File: src/rtl/pipeline_processor_p.sv
// Five-stage in-order core (IF/ID/EX/MEM/WB) with full forwarding, load-use stall,
// run-control FSM with HALT draining, and a program/data load port.
module pipeline_processor_p #(
  parameter int DATA_W     = 8,
  parameter int IMEM_DEPTH = 16,
  parameter int DMEM_DEPTH = 16,
  localparam int IAW = (IMEM_DEPTH > 1) ? $clog2(IMEM_DEPTH) : 1,
  localparam int DAW = (DMEM_DEPTH > 1) ? $clog2(DMEM_DEPTH) : 1,
  localparam int AW  = (IAW > DAW) ? IAW : DAW
) (
  input  logic              clk,
  input  logic              reset,
  input  logic              prog_we,
  input  logic              prog_sel,
  input  logic [AW-1:0]     prog_addr,
  input  logic [15:0]       prog_data,
  input  logic              start,
  output logic [DATA_W-1:0] result,
  output logic              result_valid,
  output logic              halted,
  output logic              busy
);
  localparam logic [3:0] OP_ADD = 4'd1, OP_SUB = 4'd2, OP_AND = 4'd3, OP_OR = 4'd4,
                         OP_XOR = 4'd5, OP_LDI = 4'd6, OP_LD = 4'd7, OP_ST = 4'd8,
                         OP_HALT = 4'd15;

  typedef enum logic [1:0] {S_IDLE, S_RUN, S_DRAIN, S_DONE} state_t;

  function automatic logic uses_rs1(input logic [3:0] op);
    return (op >= OP_ADD && op <= OP_XOR) || op == OP_LD || op == OP_ST;
  endfunction

  function automatic logic uses_rs2(input logic [3:0] op);
    return (op >= OP_ADD && op <= OP_XOR) || op == OP_ST;
  endfunction

  function automatic logic writes_rd(input logic [3:0] op);
    return op >= OP_ADD && op <= OP_LD;
  endfunction

  logic [15:0]       imem [IMEM_DEPTH];
  logic [DATA_W-1:0] dmem [DMEM_DEPTH];
  logic [DATA_W-1:0] rf_reg [8];

  state_t            state_reg;
  logic [IAW-1:0]    pc_reg;
  logic              ifid_valid_reg;
  logic [15:0]       ifid_instr_reg;
  logic              idex_valid_reg;
  logic [3:0]        idex_op_reg;
  logic [2:0]        idex_rd_reg, idex_rs1_reg, idex_rs2_reg;
  logic [DATA_W-1:0] idex_a_reg, idex_b_reg;
  logic [7:0]        idex_imm_reg;
  logic              exmem_valid_reg, exmem_wr_reg, exmem_ld_reg, exmem_st_reg, exmem_halt_reg;
  logic [2:0]        exmem_rd_reg;
  logic [DATA_W-1:0] exmem_alu_reg, exmem_sdata_reg;
  logic [DAW-1:0]    exmem_addr_reg;
  logic              memwb_valid_reg, memwb_wr_reg, memwb_ld_reg, memwb_halt_reg;
  logic [2:0]        memwb_rd_reg;
  logic [DATA_W-1:0] memwb_alu_reg, memwb_ldata_reg;
  logic [DATA_W-1:0] result_reg;
  logic              result_valid_reg;

  logic              can_load, run_active;
  logic [15:0]       fetch_word;
  logic [3:0]        id_op;
  logic [2:0]        id_rd, id_rs1, id_rs2;
  logic [DATA_W-1:0] id_a, id_b, wb_data, ex_a, ex_b, ex_alu, dm_wdata;
  logic              wb_wr, id_halt, stall, dm_we;
  logic [DAW-1:0]    dm_waddr;
  logic              unused_ok;

  assign can_load   = (state_reg == S_IDLE) || (state_reg == S_DONE);
  assign run_active = (state_reg == S_RUN) || (state_reg == S_DRAIN);
  assign fetch_word = imem[pc_reg];
  assign unused_ok  = ^{ifid_instr_reg[11], prog_addr};

  assign id_op  = ifid_instr_reg[15:12];
  assign id_rd  = ifid_instr_reg[10:8];
  assign id_rs1 = ifid_instr_reg[6:4];
  assign id_rs2 = ifid_instr_reg[2:0];

  // WB writes the register file at the end of the cycle, so ID bypasses it.
  assign wb_wr   = memwb_valid_reg && memwb_wr_reg;
  assign wb_data = memwb_ld_reg ? memwb_ldata_reg : memwb_alu_reg;
  assign id_a    = (wb_wr && memwb_rd_reg == id_rs1) ? wb_data : rf_reg[id_rs1];
  assign id_b    = (wb_wr && memwb_rd_reg == id_rs2) ? wb_data : rf_reg[id_rs2];
  assign id_halt = ifid_valid_reg && id_op == OP_HALT;

  assign stall = ifid_valid_reg && idex_valid_reg && idex_op_reg == OP_LD && idex_rd_reg != 3'd0 &&
                 ((uses_rs1(id_op) && id_rs1 == idex_rd_reg) || (uses_rs2(id_op) && id_rs2 == idex_rd_reg));

  // Load data is not ready in MEM; the stall guarantees no consumer needs it there.
  always_comb begin
    ex_a = idex_a_reg;
    ex_b = idex_b_reg;
    if (exmem_valid_reg && exmem_wr_reg && !exmem_ld_reg && exmem_rd_reg == idex_rs1_reg)
      ex_a = exmem_alu_reg;
    else if (wb_wr && memwb_rd_reg == idex_rs1_reg)
      ex_a = wb_data;
    if (exmem_valid_reg && exmem_wr_reg && !exmem_ld_reg && exmem_rd_reg == idex_rs2_reg)
      ex_b = exmem_alu_reg;
    else if (wb_wr && memwb_rd_reg == idex_rs2_reg)
      ex_b = wb_data;
  end

  always_comb begin
    ex_alu = '0;
    case (idex_op_reg)
      OP_ADD:  ex_alu = ex_a + ex_b;
      OP_SUB:  ex_alu = ex_a - ex_b;
      OP_AND:  ex_alu = ex_a & ex_b;
      OP_OR:   ex_alu = ex_a | ex_b;
      OP_XOR:  ex_alu = ex_a ^ ex_b;
      OP_LDI:  ex_alu = DATA_W'(idex_imm_reg);
      default: ex_alu = '0;
    endcase
  end

  always_comb begin
    dm_we    = 1'b0;
    dm_waddr = prog_addr[DAW-1:0];
    dm_wdata = DATA_W'(prog_data);
    if (exmem_valid_reg && exmem_st_reg) begin
      dm_we    = 1'b1;
      dm_waddr = exmem_addr_reg;
      dm_wdata = exmem_sdata_reg;
    end else if (can_load && prog_we && prog_sel) begin
      dm_we = 1'b1;
    end
  end

  always_ff @(posedge clk) begin
    if (can_load && prog_we && !prog_sel)
      imem[prog_addr[IAW-1:0]] <= prog_data;
  end

  always_ff @(posedge clk) begin
    if (dm_we)
      dmem[dm_waddr] <= dm_wdata;
    memwb_ldata_reg <= dmem[exmem_addr_reg];
  end

  always_ff @(posedge clk or posedge reset) begin
    if (reset) begin
      state_reg        <= S_IDLE;
      pc_reg           <= '0;
      ifid_valid_reg   <= 1'b0;
      ifid_instr_reg   <= '0;
      idex_valid_reg   <= 1'b0;
      idex_op_reg      <= '0;
      idex_rd_reg      <= '0;
      idex_rs1_reg     <= '0;
      idex_rs2_reg     <= '0;
      idex_a_reg       <= '0;
      idex_b_reg       <= '0;
      idex_imm_reg     <= '0;
      exmem_valid_reg  <= 1'b0;
      exmem_wr_reg     <= 1'b0;
      exmem_ld_reg     <= 1'b0;
      exmem_st_reg     <= 1'b0;
      exmem_halt_reg   <= 1'b0;
      exmem_rd_reg     <= '0;
      exmem_alu_reg    <= '0;
      exmem_sdata_reg  <= '0;
      exmem_addr_reg   <= '0;
      memwb_valid_reg  <= 1'b0;
      memwb_wr_reg     <= 1'b0;
      memwb_ld_reg     <= 1'b0;
      memwb_halt_reg   <= 1'b0;
      memwb_rd_reg     <= '0;
      memwb_alu_reg    <= '0;
      result_reg       <= '0;
      result_valid_reg <= 1'b0;
      for (int i = 0; i < 8; i++) rf_reg[i] <= '0;
    end else begin
      result_valid_reg <= 1'b0;
      case (state_reg)
        S_IDLE, S_DONE: if (start) begin
          state_reg       <= S_RUN;
          pc_reg          <= '0;
          ifid_valid_reg  <= 1'b0;
          idex_valid_reg  <= 1'b0;
          exmem_valid_reg <= 1'b0;
          memwb_valid_reg <= 1'b0;
          for (int i = 0; i < 8; i++) rf_reg[i] <= '0;
        end
        S_RUN:   if (id_halt) state_reg <= S_DRAIN;
        S_DRAIN: if (memwb_valid_reg && memwb_halt_reg) state_reg <= S_DONE;
        default: state_reg <= S_IDLE;
      endcase

      if (run_active) begin
        if (wb_wr) begin
          rf_reg[memwb_rd_reg] <= wb_data;
          result_reg           <= wb_data;
          result_valid_reg     <= 1'b1;
        end
        memwb_valid_reg <= exmem_valid_reg;
        memwb_wr_reg    <= exmem_wr_reg;
        memwb_ld_reg    <= exmem_ld_reg;
        memwb_halt_reg  <= exmem_halt_reg;
        memwb_rd_reg    <= exmem_rd_reg;
        memwb_alu_reg   <= exmem_alu_reg;

        exmem_valid_reg <= idex_valid_reg;
        exmem_wr_reg    <= writes_rd(idex_op_reg) && idex_rd_reg != 3'd0;
        exmem_ld_reg    <= idex_op_reg == OP_LD;
        exmem_st_reg    <= idex_op_reg == OP_ST;
        exmem_halt_reg  <= idex_op_reg == OP_HALT;
        exmem_rd_reg    <= idex_rd_reg;
        exmem_alu_reg   <= ex_alu;
        exmem_addr_reg  <= DAW'(ex_a);
        exmem_sdata_reg <= ex_b;

        if (stall) begin
          idex_valid_reg <= 1'b0;
        end else begin
          idex_valid_reg <= ifid_valid_reg;
          idex_op_reg    <= id_op;
          idex_rd_reg    <= id_rd;
          idex_rs1_reg   <= id_rs1;
          idex_rs2_reg   <= id_rs2;
          idex_a_reg     <= id_a;
          idex_b_reg     <= id_b;
          idex_imm_reg   <= ifid_instr_reg[7:0];
          // A HALT reaching ID squashes the word in IF and freezes the PC.
          if (state_reg == S_RUN && !id_halt) begin
            ifid_valid_reg <= 1'b1;
            ifid_instr_reg <= fetch_word;
            pc_reg         <= pc_reg + IAW'(1);
          end else begin
            ifid_valid_reg <= 1'b0;
          end
        end
      end
    end
  end

  assign result       = result_reg;
  assign result_valid = result_valid_reg;
  assign halted       = state_reg == S_DONE;
  assign busy         = run_active;
endmodule

File: config.mk
export PLATFORM = sky130hd
export DESIGN_NAME = pipeline_processor_p
export DESIGN_NICKNAME = d
export VERILOG_FILES = /design/src/rtl/pipeline_processor_p.sv
export SDC_FILE = /design/constraint.sdc
export NUM_CORES = 1
export LEC_CHECK = 0
export CAP_MARGIN = 20
export CELL_PAD_IN_SITES_DETAIL_PLACEMENT = 1
export CELL_PAD_IN_SITES_GLOBAL_PLACEMENT = 1
export CORE_AREA = 2 2 284 286
export CTS_CLUSTER_DIAMETER = 40
export DETAILED_ROUTE_END_ITERATION = 8
export DIE_AREA = 0 0 286 288
export PLACE_DENSITY_LB_ADDON = 0.1
export SLEW_MARGIN = 30
export SYNTH_ARGS = -nofsm -noshare
export SYNTH_HDL_FRONTEND = slang
export SYNTH_SLANG_ARGS = --single-unit
File: constraint.sdc
create_clock -name clk -period 9.68 [get_ports clk]
set_input_delay 1.452 -clock clk [delete_from_list [all_inputs] [get_ports clk]]
set_output_delay 1.452 -clock clk [all_outputs]
set_load 0.05 [all_outputs]
==> reports/metrics.yaml <==
fin_cells: 2709
cts_num_sinks: 546
combPwrFrac_pct: 21.6
whs_path_depth: 2
fin_skew_ns: 0.0453
largest_reg_flops: 240
clockPowerShare_pct: 43.4
dpl_cell_area_sq_um: 25400
critPathMaxFanout: 13
dieHeight_microns: 288
dieWidth_microns: 286
cts_tree: "yes"
finalCritPeriodShare_pct: 46.2
placed_cells: 2514
syn_nets: 1517
setup_viol: 0
vias: 13200
path_class: "flip-flop to flip-flop"
routabilityCongestion: 0.733
cap_violations: 0
period_minus_slack_ns: 4.47
cts_buffers: 103
finalMaxSlewViolations: 0
drive_gt1_share_pct: 29.9
grt_pass1_vias: 14600
clkTransAtPathRegs_ns: 0.05
via_per_inst: 4.89
r2r_slack_ns: 5.21
clock_latency_ns: 0.66
ant_nets: 0
antenna_found_initial: 3
fillerInstances: 8022
utilization_pct: 36.4
cts_post_setup_buffers_inserted: 0
track_usage_pct: 16.2
fin_area_sq_um: 29000
netlist_instances: 1466
drt_iter0_markers: 695
p_seq_share_pct: 35.0
synth_async_sr_flop_share_pct: 31.1
fp-row-count: 104
port_buffers: 34
synth_edf_count: 368
rsz0062_at_grt: "false"
cpMaxStageDelayCell: "nor4_4"
ctsResizeCount: 0
crit_chain: "xor2_1 -> nor4_4 -> mux2i_1 -> o21ai_2 -> inv_1 -> a21oi_1 -> xnor2_1 -> inv_1 -> ha_1 -> a21oi_1 -> o21ai_0 -> o221a_2 -> o41ai_4 -> o21ai_0 -> xnor2_1 -> o31ai_1"
min_delay_worst_endpoint: "result[5]$_DFFE_PP0P_"
power_uw: 8290
ys_seq_area_share_pct: 65.5
p_sw_uw: 2510
ir_worst_vdd_mv: 0.174
route.detailed.drc: 0
boundaryPins: 36
p_leak_uw: 0.0101
grt_pass1_wl_microns: 98600
h-tree-depth: 3
outcome: "complete, no violations"
timing.rr.start: "memwb_rd_reg[1]$_DFFE_PP0N_"
timing.rr.end: "exmem_alu_reg[7]$_DFFE_PP0N_"
synth-seq-cells: 546
yosysWarningCount: 0
tns_ns: 0
core_sq_um: 79600
start_util_pct: 29.7
critPathRequiredTime_ns: 10.21
ctsHoldBuffers: 0
endpoint_kind: "flip-flop"
dr.pass1.iters: 5
worst_path_largest_cell_delay_ns: 0.73
setup.worst_path.start_class: "flip-flop"
crit_start: "memwb_rd_reg[1]$_DFFE_PP0N_"
grt_start_max_net_pins: 108
grt_overflow: 0
arrival_ns: 5.01
critPathTopFamily: "compound AO/OA/AOI/OAI gates"
routed_wirelength_microns: 65300
r2r_cells: 16
syn_avg_cell_area_sq_um: 16.1
hold_path.class: "flip-flop to flip-flop"
ys_types: 54
power.density_nw_per_um2: 286
synth_flop_cell: "edfxtp_1"
hold_viol: 0
wl_per_cell_microns: 24.1
crit_buf_inv: 2
swShare_pct: 30.3
nNetsFinal: 1612
synth_area_sq_um: 23600
worst_slew_pin_slew_ns: 0.959
dieArea_sq_um: 82400
cts_buffer_depth: 3
internal_power_uw: 5770
n_antenna_cell: 0
max_slew_margin_pct: 35.8
clock-root-buffer: "clkbuf_16"
hp-start: "result[5]$_DFFE_PP0P_"
area_delta_synth_final_pct: 22.7
hpwl_microns: 40600
fmax_mhz: 224
[kinds of logic after synthesis]
| kind of cell | Yosys count | share of synthesized area, % |
|---|---|---|
| flops | 546 | 65.5 |
| simple gates | 271 | 5.49 |
| mux | 254 | 19.0 |
| compound gates | 206 | 5.18 |
| buf+inv | 125 | 2.04 |
| xor+xnor | 38 | 1.41 |
| fa+ha+maj | 26 | 1.41 |
[cells in the final DEF, fill, tap and decap left out, types with 15 or more instances in the layout]
cell type          n
clkdlybuf4s50_1   34
xnor2_1           18
nor2_2            18
a21oi_1           34
o21ai_0          107
edfxtp_1         368
clkinv_2          20
nand3_1           65
nand2_1           80
xor2_1            20
a211oi_1          15
clkbuf_16        105
ha_1              25
mux2i_1           20
buf_4             48
mux2_2            82
nor2_1            52
inv_1             30
dfrtp_1          166
mux4_2           147
nor2b_1           15
[worst reg2reg max path: cells and delay by family, from the launching register on]
kind / cells / cell delay (ns)
AO/OA/AOI/OAI: 8 / 1.77
XOR/XNOR: 3 / 0.52
adder cells (fa/ha/maj): 1 / 0.21
buffers and inverters: 2 / 0.27
flip-flops: 1 / 0.65
multiplexers: 1 / 0.25
AND/OR/NAND/NOR: 1 / 0.73
[layer usage]
| layer | up-vias | wire length, microns | global-route usage, % |
|---|---|---|---|
| met2 | 235 | 31300 | 26.6 |
| met3 | 114 | 2170 | 2.76 |
| met4 | 4 | 1590 | 5.12 |
| li1 | 5925 | - | - |
| met5 | - | 23 | 0 |
| met1 | 6962 | 30300 | 21.9 |
[Yosys cell counts, types with 10 or more instances]
cell type  instances  area (sq um)
buf_1             26          97.6
edfxtp_1         368         11100
mux2i_1           24           240
ha_1              25           313
mux2_2            82           923
xor2_1            20           175
clkbuf_1          62           233
xnor2_1           18           158
nor2b_1           15          93.8
nor2_1            70           263
mux4_2           147          3310
inv_1             31           116
dfrtp_1          170          4250
a211oi_1          15           113
nand2_1           81           304
nand3_1           65           325
o21ai_0          107           536
nor3_1            10          50.1
a21oi_1           34           170
[stage by stage]
stage | hold WS, ns | setup slack [ns]
CTS | 0.482 | 5.11
finish | 0.476 | 5.21
floorplan | 0.449 | 3.62
detailed placement | 0.474 | 5.10
global route | 0.507 | 4.86
global placement | 0.464 | 5.14
[final cells by class]
cell class / count / area (sq um) / area share [%]
inverter: 31 / 124 / 0.427
tap: 1060 / 1330 / 4.58
sequential: 546 / 15500 / 53.4
timing repair buffer: 84 / 732 / 2.53
clock inverter: 69 / 772 / 2.66
multi-input combinational: 795 / 7780 / 26.8
clock buffer: 124 / 2780 / 9.59
[power groups by stage]
| stage | sequential [uW] | clock, uW | combinational [uW] |
|---|---|---|---|
| after global routing | 2940 | 3790 | 1950 |
| after detailed placement | 2950 | 0 | 1830 |
| final | 2900 | 3600 | 1790 |
| after CTS | 2910 | 3690 | 1830 |
| after floorplan | 2850 | 0 | 1300 |
| after global placement | 2950 | 0 | 1810 |
[worst max path at each step]
stage                                               end  cells after the start  slack [ns]
final                      exmem_alu_reg[7]$_DFFE_PP0N_                     16        5.21
after global routing       exmem_alu_reg[7]$_DFFE_PP0N_                     16        4.86
after CTS                  exmem_alu_reg[7]$_DFFE_PP0N_                     16        5.11
after detailed placement   exmem_alu_reg[7]$_DFFE_PP0N_                     16        5.10
after global placement     exmem_alu_reg[7]$_DFFE_PP0N_                     16        5.14
after floorplan           exmem_addr_reg[0]$_DFFE_PP0N_                      1        3.62
No activity file was read; power rests on OpenSTA's default activity.
